**config.mk**
```make
export PLATFORM = sky130hd
export DESIGN_NAME = adc_fifo_framer_flat
export DESIGN_NICKNAME = d
export VERILOG_FILES = /design/src/rtl/adc_fifo_framer_pkg.sv /design/src/rtl/adc_fifo_framer_if.sv /design/src/rtl/framer_skid_buf.sv /design/src/rtl/adc_fifo_framer.sv /design/src/flat_wrapper.sv
export SDC_FILE = /design/constraint.sdc
export NUM_CORES = 1
export LEC_CHECK = 0
export BUFFER_PORTS_ARGS = -buffer_cell sky130_fd_sc_hd__buf_2
export CORE_MARGIN = 3
export CORE_UTILIZATION = 55
export DETAILED_ROUTE_END_ITERATION = 6
export PLACE_DENSITY = 0.81
export SYNTH_ARGS = -nofsm -noshare
export SYNTH_HDL_FRONTEND = slang
export SYNTH_HIERARCHICAL = 1
export SYNTH_SLANG_ARGS = --single-unit
```
**constraint.sdc**
```tcl
create_clock -name wr_clk -period 4.26 [get_ports wr_clk]
set_input_delay 0.639 -clock wr_clk [delete_from_list [all_inputs] [get_ports wr_clk]]
set_output_delay 0.639 -clock wr_clk [all_outputs]
set_load 0.01 [all_outputs]
```
**src/rtl/adc_fifo_framer_pkg.sv**
```systemverilog
`default_nettype none
// ============================================================================
// Module  : adc_fifo_framer_pkg
// Purpose : Shared constants, FSM state encoding and the header-assembly
//           helper for the ADC-to-FIFO burst framer.
// Ports   : none (package)
// Revision: 1.0 - initial release
// ============================================================================
package adc_fifo_framer_pkg;

  // Magic nibble in the top four bits of every burst header word.
  localparam logic [3:0] HDR_MAGIC = 4'hA;

  // Framer FSM states.
  typedef logic [1:0] state_t;
  localparam state_t ST_IDLE = 2'd0;
  localparam state_t ST_HDR  = 2'd1;
  localparam state_t ST_DATA = 2'd2;

  // Builds a header word up to 64 bits wide: magic nibble at the top of a
  // dw-bit word, the sequence number in the low sw bits, zeros between.
  // Callers cast the result down to their own word width.
  function automatic logic [63:0] build_header(input logic [31:0] seq,
                                               input int          dw,
                                               input int          sw);
    logic [63:0] h;
    h = 64'(seq) & ((64'd1 << sw) - 64'd1);
    h = h | (64'(HDR_MAGIC) << (dw - 4));
    return h;
  endfunction

endpackage
`default_nettype wire

```
**src/rtl/adc_fifo_framer_if.sv**
```systemverilog
`default_nettype none
// ============================================================================
// Module  : adc_fifo_framer_if
// Purpose : FIFO write-side bus between the framer and the async FIFO.
// Ports   : wr_en   - write strobe (framer -> FIFO)
//           wr_data - write word    (framer -> FIFO)
//           full    - FIFO full     (FIFO -> framer)
// Revision: 1.0 - initial release
// ============================================================================
interface adc_fifo_framer_if #(
  parameter int DATA_WIDTH = 16
) ();

  logic                  wr_en;
  logic [DATA_WIDTH-1:0] wr_data;
  logic                  full;

  modport master (output wr_en, output wr_data, input full);
  modport slave  (input wr_en, input wr_data, output full);

endinterface
`default_nettype wire

```
**src/rtl/framer_skid_buf.sv**
```systemverilog
`default_nettype none
// ============================================================================
// Module  : framer_skid_buf
// Purpose : 2-entry in-order staging buffer between the sample input and the
//           FIFO write port. A push with both entries held and no pop in the
//           same cycle is refused and reported on drop_o.
// Ports   : wr_clk, wr_rst_n   - clock, asynchronous active-high reset
//           flush_i            - discard all entries (wins over push/pop)
//           push_i/push_data_i - enqueue request and data
//           pop_i              - dequeue request (ignored when empty)
//           count_o            - entries held (0..2)
//           head_o             - oldest entry
//           drop_o             - push refused this cycle
// Revision: 1.0 - initial release
// ============================================================================
module framer_skid_buf
  import adc_fifo_framer_pkg::*;
#(
  parameter int DATA_WIDTH = 16
) (
  input  logic                  wr_clk,
  input  logic                  wr_rst_n,
  input  logic                  flush_i,
  input  logic                  push_i,
  input  logic [DATA_WIDTH-1:0] push_data_i,
  input  logic                  pop_i,
  output logic [1:0]            count_o,
  output logic [DATA_WIDTH-1:0] head_o,
  output logic                  drop_o
);

  logic [DATA_WIDTH-1:0] ent0_q;
  logic [DATA_WIDTH-1:0] ent1_q;
  logic [1:0]            count_q;
  logic                  pop_ok;

  assign pop_ok  = pop_i && (count_q != 2'd0);
  // A same-cycle pop frees a slot, so only a push against a full buffer
  // with no pop is refused.
  assign drop_o  = push_i && !pop_ok && (count_q == 2'd2);
  assign count_o = count_q;
  assign head_o  = ent0_q;

  always_ff @(posedge wr_clk or posedge wr_rst_n) begin
    if (wr_rst_n) begin
      count_q <= 2'd0;
      ent0_q  <= '0;
      ent1_q  <= '0;
    end else if (flush_i) begin
      count_q <= 2'd0;
    end else begin
      case ({push_i, pop_ok})
        2'b10: begin
          if (count_q == 2'd0) begin
            ent0_q  <= push_data_i;
            count_q <= 2'd1;
          end else if (count_q == 2'd1) begin
            ent1_q  <= push_data_i;
            count_q <= 2'd2;
          end
        end
        2'b01: begin
          ent0_q  <= ent1_q;
          count_q <= count_q - 2'd1;
        end
        2'b11: begin
          // Occupancy is unchanged; the new sample lands behind the survivor.
          if (count_q == 2'd1) begin
            ent0_q <= push_data_i;
          end else begin
            ent0_q <= ent1_q;
            ent1_q <= push_data_i;
          end
        end
        default: begin
        end
      endcase
    end
  end

endmodule
`default_nettype wire

```
**src/rtl/adc_fifo_framer.sv**
```systemverilog
`default_nettype none
// ============================================================================
// Module  : adc_fifo_framer
// Purpose : Write-side producer for the async FIFO. Frames ADC samples into
//           bursts of one header word plus BURST_LEN sample words. Samples
//           that cannot be staged while the FIFO is full are dropped,
//           counted and flagged; a burst never contains a gap.
// Ports   : wr_clk, wr_rst_n - clock, asynchronous active-high reset
//           enable           - start/continue framing (level)
//           smp_valid/data   - sample strobe and value, no backpressure
//           fifo             - FIFO write bus (wr_en, wr_data, full)
//           seq_num          - sequence number of current/next header
//           drop_count       - dropped samples, saturating
//           overflow         - sticky drop flag
//           clear_ovf        - clears overflow and drop_count
//           busy             - framer not idle
// Revision: 1.0 - initial release
// ============================================================================
module adc_fifo_framer
  import adc_fifo_framer_pkg::*;
#(
  parameter int DATA_WIDTH = 16,  // must be >= SEQ_WIDTH + 4
  parameter int BURST_LEN  = 8,   // must be >= 2
  parameter int SEQ_WIDTH  = 8,   // at most 32
  parameter int CNT_WIDTH  = 16
) (
  input  logic                  wr_clk,
  input  logic                  wr_rst_n,
  input  logic                  enable,
  input  logic                  smp_valid,
  input  logic [DATA_WIDTH-1:0] smp_data,
  adc_fifo_framer_if.master     fifo,
  output logic [SEQ_WIDTH-1:0]  seq_num,
  output logic [CNT_WIDTH-1:0]  drop_count,
  output logic                  overflow,
  input  logic                  clear_ovf,
  output logic                  busy
);

  localparam int                    CW       = (BURST_LEN > 1) ? $clog2(BURST_LEN) : 1;
  localparam logic [CW-1:0]         LAST_IDX = CW'(BURST_LEN - 1);
  localparam logic [DATA_WIDTH-1:0] HDR_RST  =
      DATA_WIDTH'(build_header(32'd0, DATA_WIDTH, SEQ_WIDTH));

  state_t                state_q, state_d;
  logic [CW-1:0]         burst_cnt_q, burst_cnt_d;
  logic [SEQ_WIDTH-1:0]  seq_q, seq_d;
  logic [DATA_WIDTH-1:0] hdr_q, hdr_d;
  logic [CNT_WIDTH-1:0]  drop_cnt_q, drop_cnt_d;
  logic                  ovf_q, ovf_d;

  logic                  push;
  logic                  pop;
  logic                  flush;
  logic                  drop;
  logic                  burst_end;
  logic                  wr_en_w;
  logic [1:0]            stg_count;
  logic [DATA_WIDTH-1:0] stg_head;

  framer_skid_buf #(
    .DATA_WIDTH (DATA_WIDTH)
  ) u_stage (
    .wr_clk      (wr_clk),
    .wr_rst_n    (wr_rst_n),
    .flush_i     (flush),
    .push_i      (push),
    .push_data_i (smp_data),
    .pop_i       (pop),
    .count_o     (stg_count),
    .head_o      (stg_head),
    .drop_o      (drop)
  );

  // Once a burst has started, samples are taken regardless of enable so the
  // burst can complete.
  assign push = smp_valid && (enable || (state_q != ST_IDLE));

  always_comb begin
    wr_en_w = 1'b0;
    case (state_q)
      ST_HDR:  wr_en_w = !fifo.full;
      ST_DATA: wr_en_w = (stg_count != 2'd0) && !fifo.full;
      default: wr_en_w = 1'b0;
    endcase
  end

  assign pop       = (state_q == ST_DATA) && wr_en_w;
  assign burst_end = pop && (burst_cnt_q == LAST_IDX);
  // Leftover samples are discarded only when the framer goes back to idle;
  // back-to-back bursts keep them for the next burst.
  assign flush     = burst_end && !enable;

  assign fifo.wr_en   = wr_en_w;
  assign fifo.wr_data = (state_q == ST_HDR) ? hdr_q : stg_head;

  always_comb begin
    state_d     = state_q;
    burst_cnt_d = burst_cnt_q;
    seq_d       = seq_q;
    case (state_q)
      ST_IDLE: begin
        if (enable) state_d = ST_HDR;
      end
      ST_HDR: begin
        if (wr_en_w) begin
          state_d     = ST_DATA;
          burst_cnt_d = '0;
        end
      end
      ST_DATA: begin
        if (pop) begin
          burst_cnt_d = burst_cnt_q + CW'(1);
          if (burst_end) begin
            burst_cnt_d = '0;
            seq_d       = seq_q + SEQ_WIDTH'(1);
            state_d     = enable ? ST_HDR : ST_IDLE;
          end
        end
      end
      default: state_d = ST_IDLE;
    endcase
  end

  // Header word is registered so wr_data always comes straight from a flop;
  // it tracks the sequence number one step ahead.
  assign hdr_d = DATA_WIDTH'(build_header(32'(seq_d), DATA_WIDTH, SEQ_WIDTH));

  // A drop in the same cycle as clear_ovf takes priority and leaves the
  // counter at one.
  always_comb begin
    drop_cnt_d = drop_cnt_q;
    ovf_d      = ovf_q;
    if (drop) begin
      ovf_d = 1'b1;
      if (clear_ovf) begin
        drop_cnt_d = CNT_WIDTH'(1);
      end else if (drop_cnt_q != {CNT_WIDTH{1'b1}}) begin
        drop_cnt_d = drop_cnt_q + CNT_WIDTH'(1);
      end
    end else if (clear_ovf) begin
      drop_cnt_d = '0;
      ovf_d      = 1'b0;
    end
  end

  always_ff @(posedge wr_clk or posedge wr_rst_n) begin
    if (wr_rst_n) begin
      state_q     <= ST_IDLE;
      burst_cnt_q <= '0;
      seq_q       <= '0;
      hdr_q       <= HDR_RST;
      drop_cnt_q  <= '0;
      ovf_q       <= 1'b0;
    end else begin
      state_q     <= state_d;
      burst_cnt_q <= burst_cnt_d;
      seq_q       <= seq_d;
      hdr_q       <= hdr_d;
      drop_cnt_q  <= drop_cnt_d;
      ovf_q       <= ovf_d;
    end
  end

  assign seq_num    = seq_q;
  assign drop_count = drop_cnt_q;
  assign overflow   = ovf_q;
  assign busy       = (state_q != ST_IDLE);

endmodule
`default_nettype wire

```
**src/flat_wrapper.sv**
```systemverilog
// flat-port wrapper written by rule: the top's interface ports become plain ports
module adc_fifo_framer_flat import adc_fifo_framer_pkg::*;
#(
  parameter int DATA_WIDTH = 16,                             
  parameter int BURST_LEN  = 8,                  
  parameter int SEQ_WIDTH  = 8,                
  parameter int CNT_WIDTH  = 16
)
  (wr_clk, wr_rst_n, enable, smp_valid, smp_data, seq_num, drop_count, overflow, clear_ovf, busy, fifo_wr_en, fifo_wr_data, fifo_full);
  adc_fifo_framer_if #(.DATA_WIDTH(DATA_WIDTH)) fifo_i ();
  input  logic wr_clk;
  input  logic wr_rst_n;
  input  logic enable;
  input  logic smp_valid;
  input  logic [DATA_WIDTH-1:0] smp_data;
  output logic [SEQ_WIDTH-1:0] seq_num;
  output logic [CNT_WIDTH-1:0] drop_count;
  output logic overflow;
  input  logic clear_ovf;
  output logic busy;
  output wire logic [$bits(fifo_i.wr_en)-1:0] fifo_wr_en;
  output wire logic [$bits(fifo_i.wr_data)-1:0] fifo_wr_data;
  input wire logic [$bits(fifo_i.full)-1:0] fifo_full;
  assign fifo_wr_en = fifo_i.wr_en;
  assign fifo_wr_data = fifo_i.wr_data;
  assign fifo_i.full = fifo_full;
  adc_fifo_framer #(.DATA_WIDTH(DATA_WIDTH), .BURST_LEN(BURST_LEN), .SEQ_WIDTH(SEQ_WIDTH), .CNT_WIDTH(CNT_WIDTH)) u_core (.wr_clk(wr_clk), .wr_rst_n(wr_rst_n), .enable(enable), .smp_valid(smp_valid), .smp_data(smp_data), .fifo(fifo_i), .seq_num(seq_num), .drop_count(drop_count), .overflow(overflow), .clear_ovf(clear_ovf), .busy(busy));
endmodule
```
# == Yosys cells after proc, flatten, opt, wreduce, memory -nomap -nowiden ==
# Cells that the tools add are included.
# totals
register_bits,64
output_inout_bits,43
word_cells,90
# classes
n_addsub,4
n_eq_ne,17
n_mux,31
n_bitwise,1
n_reduce_logical,29
# ops
op,n
$mux W16,9
$pmux W16 S3,1
$pmux W16 S2,1
$mux W8,3
$add A16 B1 Y16 const B,1
$ne A16 B16 Y1 const B,1
$mux W2,7
$reduce_bool A2 Y1,6
$mux W3,3
$reduce_and A3 Y1,3
$add A8 B1 Y8 const B,1
$eq A2 B2 Y1 const B,4
$logic_and A1 B1 Y1,8
$ne A2 B2 Y1 const B,4
$reduce_and A4 Y1,2
$eq A2 B1 Y1 const B,3
$ne A2 B1 Y1 const B,3
$pmux W2 S3,1
$pmux W3 S2,1
$reduce_bool A3 Y1,2
$logic_not A2 Y1,2
$ne A4 B3 Y1 const B,1
$pmux W2 S2,1
$reduce_and A2 Y1,2
8 further kinds,12

# == Longest topological paths before layout ==
# Gate-level depths: netlist (run 1).
# logic_depth
word_depth,10
ltp_mapped,14
ltp_nobuf,11

# == By module ==
# Netlist (run 1), hierarchy kept.
# modules_own_cells
module,n_inst,cells_per_inst,area_per_inst_um2,seq_area_each_um2
adc_fifo_framer,1,189,1805.5,750.7
framer_skid_buf,1,159,1784.2,850.8

# == Worst setup path before layout (run 1) ==
# Ideal clock, no wire load.
# synth_timing
kind,register to register
start,reg u_core.state_q[1]
end,"reg u_core.drop_cnt_q[5], in the netlist u_core/drop_count[5]"
setup_time_ns,0.125
arrival_ns,2.873
required_ns,4.135
setup_slack_ns,1.262
path_stages_with_launch,14
n_path_buf,4
period_less_slack_ns,2.998
cell_sequence,dfrtp_1 inv_1 ha_1 clkbuf_1 or3_1 and3_1 nand2b_1 buf_2 buf_2 and3_1 clkbuf_1 nand3_1 nor3b_1 mux2_4
# synth_via
elab_chain_len,9
word_cells_on_any_way,14
classes_between,eq/ne: 2; mux: 2; reduce/logical: 10
# synth_lines
element,line_no,source
start: declaration,adc_fifo_framer.sv:45,"state_t state_q, state_d;"
start signal: assignment,adc_fifo_framer.sv:156,state_q <= state_d;
$eq A2 B2 Y1 / $eq A2 B1 Y1 (equally long branches),"adc_fifo_framer.sv:81, adc_fifo_framer.sv:88",
$pmux W1 S2,adc_fifo_framer.sv:81,case (state_q)
$logic_and A1 B1 Y1 *,adc_fifo_framer.sv:88,assign pop = (state_q == ST_DATA) && wr_en_w;
named net u_core.pop,adc_fifo_framer.sv:53,logic pop;
$logic_and A1 B1 Y1 *,framer_skid_buf.sv:37,assign pop_ok = pop_i && (count_q != 2'd0);
$logic_not A1 Y1 *,framer_skid_buf.sv:40,assign drop_o = push_i && !pop_ok && (count_q == 2'd2);
$logic_and A1 B1 Y1 * (2 in a row),framer_skid_buf.sv:40,
named net u_core.drop,adc_fifo_framer.sv:55,logic drop;
$reduce_bool A2 Y1 (no line),--,
$reduce_and A2 Y1 (no line),--,
end signal: assignment,adc_fifo_framer.sv:160,drop_cnt_q <= drop_cnt_d;
end: declaration,adc_fifo_framer.sv:49,"logic [CNT_WIDTH-1:0] drop_cnt_q, drop_cnt_d;"
# The timed path passes the listed nets; every way through them passes the cells marked *.
# A chain may end at the register's enable or synchronous reset.

# == Worst setup path in the final report (run 1) ==
# layout_timing
start,reg u_core.state_q[1]
end,"reg u_core.drop_cnt_q[14], in the netlist u_core/drop_count[14]"
# Same word-level chain as after synthesis.

==> results.toml, run 1 <==
[yosys]
synthArstFlopShare_pct = 100
syn_nets = 382
seq_area_frac_synth_pct = 44.6
ys.flop_type = "dfrtp_1"
synth.avg_cell_area_um2 = 10.3
synth_area_um2 = 3590
ys_ff_latch = 64
synth_edf_count = 0
synth-warning-count = 6
netlist_instances = 348
synth_cell_types = 45

[worst_setup_path]
cp-startpoint = "u_core/state_q[1]"
crit_required_ns = 4.47
critPathBufInv = 1
path_max_fanout = 19
cpPeakStageDelay_ns = 0.44
r2r-start = "u_core/state_q[1]"
cpMostUsedCell = "and3_1"
crit_path_top_delay_cell = "ha_1"
crit_family = "simple AND/OR/NAND/NOR gates"
criticalPathCategory = "flop to flop"
critical_path_arrival_ns = 3.45
cp_cell_sequence = "inv_1 > ha_1 > or3_1 > and3_1 > nand2b_1 > and3_1 > nand2_1 > nor4_1 > nand4_1 > xor2_1 > o21ai_1"
cp-start-kind = "flop"
critPathCaptureType = "flop"

[layout]
mostFrequentLayoutCells = "buf_2, dfrtp_1, nand3_1, a21oi_1, o21ai_0"
fin_util_pct = 67.3
final_area_um2 = 4120
drive_above_1_share_pct = 30.8
syn2layout_area_growth_pct = 14.9
num_antenna_cells = 0
fillers = 473
fin_nets = 442

[sta]
rsz0062_at_grt = "false"
finalMaxSlewViolations = 0
setup_total_negative_slack_ns = 0
max_freq_mhz = 309
setup_viol = 0
clock_skew_ns = 0.00612
post-route-period-util_pct = 75.9
slew-limit-headroom_pct = 25.5
hold_viol_final = 0
holdWs_ns = 0.474
period_minus_slack_ns = 3.23
tightest_slew_ns = 1.12

[routing]
firstDrtPassIters = 5
route.detailed.drc = 0
vias = 2878
first_iter_violations = 199
ant_nets = 0
avgViaCountPerCell = 5.90
avgRoutedWirePerCell_um = 16.6
drt-total-wl_um = 8090

[pwr]
total_power_mw = 2.38
p_comb_share_pct = 39.5
powerDensity_nw_per_um2 = 576
p_sw_mw = 0.838
ir_drop_mv = 0.416
internal-power_mw = 1.54
clkPwrFrac_pct = 22.3
p_sw_share_pct = 35.3
p_leak_nw = 1.99
seqPwrFrac_pct = 38.3

[global_route]
grt_start_max_net_pins = 31
grt_use_total_pct = 22.4
grt_overflow = 0
grt_pass1_wl_um = 13300
first_global_vias = 2737
antenna_found_initial = 0

[clocking]
cts.clk_slew.worst_paths_ns = 0.07
cts_buffers = 9
cts_tree = "yes"
cts_max_level = 3
postCtsHoldBufs = 0
clk_latency_ns = 0.34
clock-sinks = 64
cts_root_buf = "clkbuf_8"
cts_resized = 0
post_cts_buffers = 0
clockBufferDepth = 2

[floorplan]
die_w_um = 86.8
ioPinCount = 65
die_h_um = 86.8
initial_core_util_pct = 58.6
die_area_um2 = 7530
fp.coreArea_um2 = 6130
core.rowCount = 28

[flow_run]
drv_cap = 0

[place]
placed_area_um2 = 3930
io_buffers = 64
gp_congestion = 0.851
hpwl_um = 5690

[status]
status = "finished clean"

[min_path]
worstHoldPathType = "input pin to asynchronous set/reset pin"
worst paths after layout:
check / end / slack [ns] / cells past startpoint
max: u_core/drop_count[14] / 1.03 / 11
min: u_core/u_stage/ent1_q[10] / 0.47 / 2
max reg2reg: u_core/drop_count[14] / 1.03 / 11
min reg2reg: u_core/hdr_q[7] / 0.49 / 1
max in group asynchronous: u_core/hdr_q[5] / 2.99 / 2
min in group wr_clk: u_core/hdr_q[7] / 0.49 / 1
cells in the mapped netlist (4+ instances only):
library cell,n,area [um2]
dfrtp_1,64,1600
nand3_1,28,140
a21oi_1,27,135
o21ai_0,23,115
inv_1,17,63.8
mux2_2,15,169
nor2_1,14,52.6
nor2b_1,14,87.6
nand2_1,13,48.8
ha_1,12,150
mux2_4,12,180
xnor2_1,11,96.3
a31oi_2,10,125
a31oi_1,9,56.3
clkbuf_1,8,30.0
xor2_1,8,70.1
nand4_1,6,37.5
and3_1,5,31.3
buf_2,5,25.0
nand2b_1,5,31.3
and2_1,4,25.0
cell type report:
cell class,count,area [um2],area share (%)
inverter,17,63.8,1.55
tap,75,93.8,2.28
clock inverter,3,40.0,0.971
multi-input combinational,249,1820,44.2
clock buffer,13,159,3.85
sequential,64,1600,38.8
timing repair buffer,67,343,8.31
cell families (layout without fill, tap and decap cells):
group           Yosys count  in the layout  share of synthesized area (%)
compound gates           83             83                           15.0
xor+xnor                 19             19                           4.64
fa+ha+maj                12             12                           4.18
buf+inv                  35            100                           4.60
flops                    64             64                           44.6
mux                      27             27                           9.72
simple gates            108            108                           17.3
power by group through the flow:
stage	registers, mW	clock network, mW	logic, mW
detailed placement	0.914	0	0.933
global placement	0.908	0	0.911
floorplan	0.883	0	0.708
finish	0.909	0.529	0.938
CTS	0.907	0.540	0.940
global route	0.926	0.566	1.03
per-layer routing:
metal	GRT usage, %	share of wire (%)	routed length, um
met5	0	0	0
met4	7.37	1.3	108
met3	4.56	5.6	451
met2	36.0	48	3870
met1	30.2	45	3660
flip-flops by register name, summed over array words and instances (netlist names):
name	cells
u_core/drop_count	16
u_core/u_stage/ent1_q	16
u_core/u_stage/head_o	16
u_core/hdr_q	8
u_core/burst_cnt_q	3
u_core/state_q	2
u_core/u_stage/count_o	2
u_core/overflow	1
worst register-to-register path, delay by kind of cell, from the launching register on:
family / cells / cell delay (ns)
AOI/OAI and AO/OA: 1 / 0.08
DFF: 1 / 0.40
and+or+nand+nor: 7 / 1.91
buffers and inverters: 1 / 0.08
xor gates and xnor gates: 1 / 0.19
adders and majority gates: 1 / 0.44
stage by stage:
stage / setup WS [ns] / cells
4_1_cts: 1.06 / 488
3_3_place_gp: 1.23 / 472
2_1_floorplan: 1.26 / 348
5_1_grt: 0.673 / 488
6_report: 1.03 / 488
3_5_place_dp: 1.10 / 472
Note: power is estimated with default switching activity, not from simulation.
==> inputs of run 2 (changes only) <==
Settings changed: ABC_AREA from default to 1, PLACE_DENSITY 0.81 to 0.79.
Clock period 4.26 ns to 3.3 ns, I/O delays scaled along.
==> run 2 against run 1 <==
Via count grew 46%. Total power grew 37%. Die area grew 18%. Cell area grew 19%. Synthesized cell count grew 83%. Synthesized area grew 20%. Sequential cell count is the same. Global-route usage grew 2.5 points. Largest power group unchanged. First-iteration DRC count grew 19%. Highest routed layer unchanged. Clock power grew 38%. Wire length grew 30%.
==> results.toml, run 2 <==
[status]
status = "finished clean"

[worst_setup_path]
cp_cell_sequence = "inv_1 > ha_1 > inv_1 > nor2_1 > nand3_4 > nor2_8 > nand2_4 > nor2_1 > inv_1 > nand2_1 > nor2_4 > o21ai_4 > clkinv_2 > nand2_1 > nand2_1"
cp-start-kind = "flop"
critical_path_arrival_ns = 2.91
cpPeakStageDelay_ns = 0.38
crit_path_top_delay_cell = "dfrtp_1"
critPathCaptureType = "flop"
path_max_fanout = 17
crit_required_ns = 3.52
criticalPathCategory = "flop to flop"

[global_route]
grt_pass1_wl_um = 17600
grt_start_max_net_pins = 35
antenna_found_initial = 0
grt_overflow = 0
first_global_vias = 3748
grt_use_total_pct = 24.9

[yosys]
synth-warning-count = 6
synth_top_area_share_pct = 37.3
syn_nets = 670
netlist_instances = 636
synth_edf_count = 0
synth.area.top_cells = "dfrtp_1, nand2_1, inv_1"
synth_top_area_cell = "dfrtp_1"
synthArstFlopShare_pct = 100
ys.flop_type = "dfrtp_1"
synth_common_cells = "nand2_1, dfrtp_1, inv_1, nand3_1, nor2_1"
synth.avg_cell_area_um2 = 6.76
synth_area_um2 = 4300
synth_most_common_cell = "nand2_1"
seq_area_frac_synth_pct = 37.3
ys_ff_latch = 64
synth_cell_types = 35

[sta]
postLayoutSetupSlackWorst_ns = 0.612
period_minus_slack_ns = 2.69
holdWs_ns = 0.0573
post-route-period-util_pct = 81.4
setup_total_negative_slack_ns = 0
hold_viol_final = 0
max_freq_mhz = 372
finalMaxSlewViolations = 0
tightest_slew_ns = 0.557
setup_viol = 0
rsz0062_at_grt = "false"
slew-limit-headroom_pct = 62.6
clock_skew_ns = 0.0165

[flow_run]
drv_cap = 0

[floorplan]
die_w_um = 94.4
core.rowCount = 31
initial_core_util_pct = 58.0
die_h_um = 94.4
fp.coreArea_um2 = 7410
ioPinCount = 65
die_area_um2 = 8910

[pwr]
ir_drop_mv = 0.329
powerDensity_nw_per_um2 = 667
total_power_mw = 3.27
p_leak_nw = 2.78

[routing]
route.detailed.drc = 0
vias = 4191
drt-total-wl_um = 10500
avgRoutedWirePerCell_um = 13.1
ant_nets = 0
firstDrtPassIters = 5
avgViaCountPerCell = 5.22
first_iter_violations = 237

[clocking]
postCtsHoldBufs = 0
post_cts_buffers = 0
cts_max_level = 3
clockBufferDepth = 2
cts_buffers = 9
cts_tree = "yes"
cts_resized = 0
clk_latency_ns = 0.34
cts_root_buf = "clkbuf_8"
clock-sinks = 64
cts.clk_slew.worst_paths_ns = 0.08

[place]
hpwl_um = 7510
gp_congestion = 0.831
place_worst_setup_slack_ns = 0.615
io_buffers = 64

[layout]
mostFrequentLayoutCells = "nand2_1, buf_2, inv_1, dfrtp_1"
fin_nets = 733
num_antenna_cells = 0
syn2layout_area_growth_pct = 13.9
final_common_cell = "nand2_1"
drive_above_1_share_pct = 18.2

[min_path]
worstHoldPathType = "input pin to asynchronous set/reset pin"
==> run 2: cell types whose count changed after synthesis, sizes merged, moves of 8 or more <==
cell   change
nor2b     -14
o21ai      +9
xnor2     -10
a21oi     -12
a31oi     -19
nand2    +286
mux2      -27
nand3      +8
inv       +57
nor2      +29
nand4     +12
==> run 2: kinds of logic after synthesis <==
logic type / Yosys count / share of synthesized area, %
flops: 64 / 37.3
fa+ha+maj: 12 / 3.49
simple gates: 405 / 41.5
buf+inv: 94 / 9.37
xor+xnor: 7 / 1.43
compound gates: 54 / 6.96
==> run 2: worst paths after layout <==
kind / cells past startpoint / endpoint / slack [ns] / from
worst max-delay path: 15 / u_core/u_stage/ent1_q[5] / 0.61 / u_core/state_q[0]
worst min-delay path: 2 / u_core/drop_count[0] / 0.06 / wr_rst_n
worst max register to register: 15 / u_core/u_stage/ent1_q[5] / 0.61 / u_core/state_q[0]
worst min register to register: 2 / u_core/overflow / 0.48 / u_core/overflow
max in group asynchronous: 3 / u_core/burst_cnt_q[0] / 2.62 / wr_rst_n
min in group wr_clk: 2 / u_core/overflow / 0.48 / u_core/overflow
==> run 2: critical path, delay by kind of cell, from the launching register on <==
family / cells / cell delay, ns
buf+inv: 4 / 0.58
fa+ha+maj: 1 / 0.29
simple gates: 9 / 1.12
compound gates: 1 / 0.20
flops: 1 / 0.38
==> run 2: routing by layer <==
layer / GRT usage, % / part of all wire (%)
met1: 34.4 / 44
met2: 38.9 / 47
met3: 3.82 / 6.3
met4: 10.6 / 2.5
met5: 0 / 0
==> run 2: per-stage QoR <==
step / cells / utilization (%) / area [um2]
after detailed placement: 787 / 63.1 / 4680
after global routing: 803 / 66.1 / 4890
after CTS: 803 / 66.1 / 4890
final: 803 / 66.1 / 4890
after floorplan: 636 / - / 4300
after global placement: 787 / 63.1 / 4680
==> run 2: final cells by class <==
class	count	area, um2
flip-flops and latches	64	1600
clock buffers	14	183
inverters	75	285
clock inverters	2	35.0
fillers	663	2510
repair buffers	71	373
well taps	99	124
multi-input cells	478	2290
==> run 2: power by group <==
part           switching, mW  leakage [nW]  internal [mW]
Combinational          0.915          1.85          0.487
Sequential             0.142         0.817          0.989
Clock                  0.300         0.113          0.431
Total                   1.36          2.78           1.91
==> inputs of run 3 (changes only) <==
Settings changed: CORE_UTILIZATION 55 to 52.
Clock period 3.3 ns to 2.45 ns, I/O delays scaled along.
==> run 3 against run 2 <==
Clock-buffer cell count fell by 3. Worst hold slack improved by 0.030 ns. Total power rose by 46%. Highest routed layer unchanged.
==> results.toml, run 3 (synthesized netlist as in run 2, its figures left out) <==
[clocking]
cts_buffers = 9
cts_tree = "yes"
cts.clk_slew.worst_paths_ns = 0.09
cts_root_buf = "clkbuf_8"
clk_latency_ns = 0.35
cts_max_level = 3
clock-sinks = 64
clockBufferDepth = 2

[sta]
clock_skew_ns = 0.0192
hold_viol_final = 0
holdWs_ns = 0.0877
post-route-period-util_pct = 94.9
slew-limit-headroom_pct = 67.5
tightest_slew_ns = 0.483
period_minus_slack_ns = 2.32
setup_viol = 0
finalMaxSlewViolations = 0
rsz0062_at_grt = "true"
setup_total_negative_slack_ns = 0
max_freq_mhz = 430

[worst_setup_path]
r2r_cells = 14
criticalPathCategory = "flop to flop"
r2r_slack_ns = 0.13
r2r-start = "u_core/state_q[0]"
r2r_end = "u_core/u_stage/head_o[0]"
cp-start-kind = "flop"
crit_required_ns = 2.73
critPathCaptureType = "flop"
path_max_fanout = 28
critical_path_arrival_ns = 2.60

[layout]
fillers = 691
drive_above_1_share_pct = 20.3
final_cells = 816
num_antenna_cells = 0
fin_util_pct = 64.4
final_common_cell = "nand2_1"
syn2layout_area_growth_pct = 18.2
mostFrequentLayoutCells = "nand2_1, buf_2, dfrtp_1, inv_1, nand3_1"
fin_nets = 743

[routing]
first_iter_violations = 349
route.detailed.drc = 0
avgViaCountPerCell = 5.29
vias = 4314
firstDrtPassIters = 5
drt-total-wl_um = 11400
ant_nets = 0
avgRoutedWirePerCell_um = 14.0

[global_route]
first_global_vias = 4137
grt_pass1_wl_um = 19300
grt_overflow = 0
grt_use_total_pct = 24.8
grt_start_max_net_pins = 35
antenna_found_initial = 0

[place]
placedCellCount = 796
hpwl_um = 8180
io_buffers = 64
gp_congestion = 0.885

[pwr]
ir_drop_mv = 0.434
p_comb_share_pct = 42.9
p_sw_mw = 1.96
p_leak_nw = 2.86
total_power_mw = 4.75
internal-power_mw = 2.79
p_sw_share_pct = 41.3
clkPwrFrac_pct = 24.3
powerDensity_nw_per_um2 = 936
seqPwrFrac_pct = 32.7

[floorplan]
die_h_um = 96.9
ioPinCount = 65
initial_core_util_pct = 54.5
die_area_um2 = 9390
fp.coreArea_um2 = 7890
core.rowCount = 32
die_w_um = 96.9

[min_path]
worstHoldPathType = "input pin to asynchronous set/reset pin"

[status]
status = "finished clean"

[flow_run]
drv_cap = 0
==> run 3: cell types whose count changed in the layout (fill, tap and decap cells not counted), sizes merged <==
cell and change:
buf +8, bufinv +2, clkbuf -2, clkinvlp +1, inv +1
==> run 3: layout make-up <==
class / instances / area, um2 / area share [%]
multi-input combinational: 478 / 2300 / 45.4
sequential: 64 / 1600 / 31.5
timing repair buffer: 80 / 494 / 9.73
inverter: 75 / 292 / 5.74
clock buffer: 11 / 151 / 2.98
tap: 102 / 128 / 2.51
clock inverter: 5 / 103 / 2.02
timing repair inverter: 1 / 6.26 / 0.123
==> run 3: metal layers <==
metal	global-route usage [%]	vias to the layer above	share of wire (%)	wire [um]
met5	0	-	0	0
met3	4.11	18	7.4	846
met1	33.6	1992	44	5000
met2	39.7	178	47	5420
li1	-	2126	-	-
met4	9.61	0	1.4	161
==> run 3: critical path, cell delays in order (launching register included) <==
cell and delay [ns]:
dfrtp_1 0.39, inv_1 0.09, ha_1 0.28, inv_1 0.04, nor2_2 0.12, nand3_4 0.15, nor2_8 0.18, nand2_1 0.12
buf_12 0.19, nor2_4 0.22, buf_12 0.17, nand2_1 0.06, nand3_1 0.11, nand2_1 0.07, nand2_1 0.06
==> run 3: worst max-delay path by stage <==
stage / startpoint / end / slack [ns] / cells after the start
floorplan: u_core/state_q[0] / u_core/u_stage/ent1_q[15] / 0.30 / 16
global placement: u_core/state_q[0] / u_core/u_stage/ent1_q[5] / 0.15 / 15
detailed placement: u_core/state_q[0] / u_core/u_stage/ent1_q[12] / 0.01 / 15
CTS: u_core/state_q[0] / u_core/drop_count[3] / 0.02 / 15
global route: u_core/state_q[0] / u_core/drop_count[3] / -0.03 / 15
finish: u_core/state_q[0] / u_core/u_stage/head_o[0] / 0.13 / 14
==> run 3: through the flow <==
stage                     cell area [um2]  worst slack [ns]
after floorplan                      4300             0.296
after global placement               4750             0.153
after detailed placement             4750            0.0144
after CTS                            5010            0.0157
after global routing                 5080           -0.0275
final                                5080             0.126
==> run 3: power by group through the flow <==
stage | Sequential [mW] | Combinational [mW] | Clock [mW]
after floorplan | 1.50 | 1.39 | 0
after global placement | 1.55 | 1.87 | 0
after detailed placement | 1.57 | 1.93 | 0
after CTS | 1.55 | 1.95 | 1.17
after global routing | 1.58 | 2.30 | 1.22
final | 1.56 | 2.04 | 1.16
==> run 3: timing repair <==
item                       CTS  global route
gates cloned                 0             2
hold buffers                 0             0
resized for setup            1            11
setup endpoints to repair    7            40
pin swaps                    0             2
buffers inserted             0             2
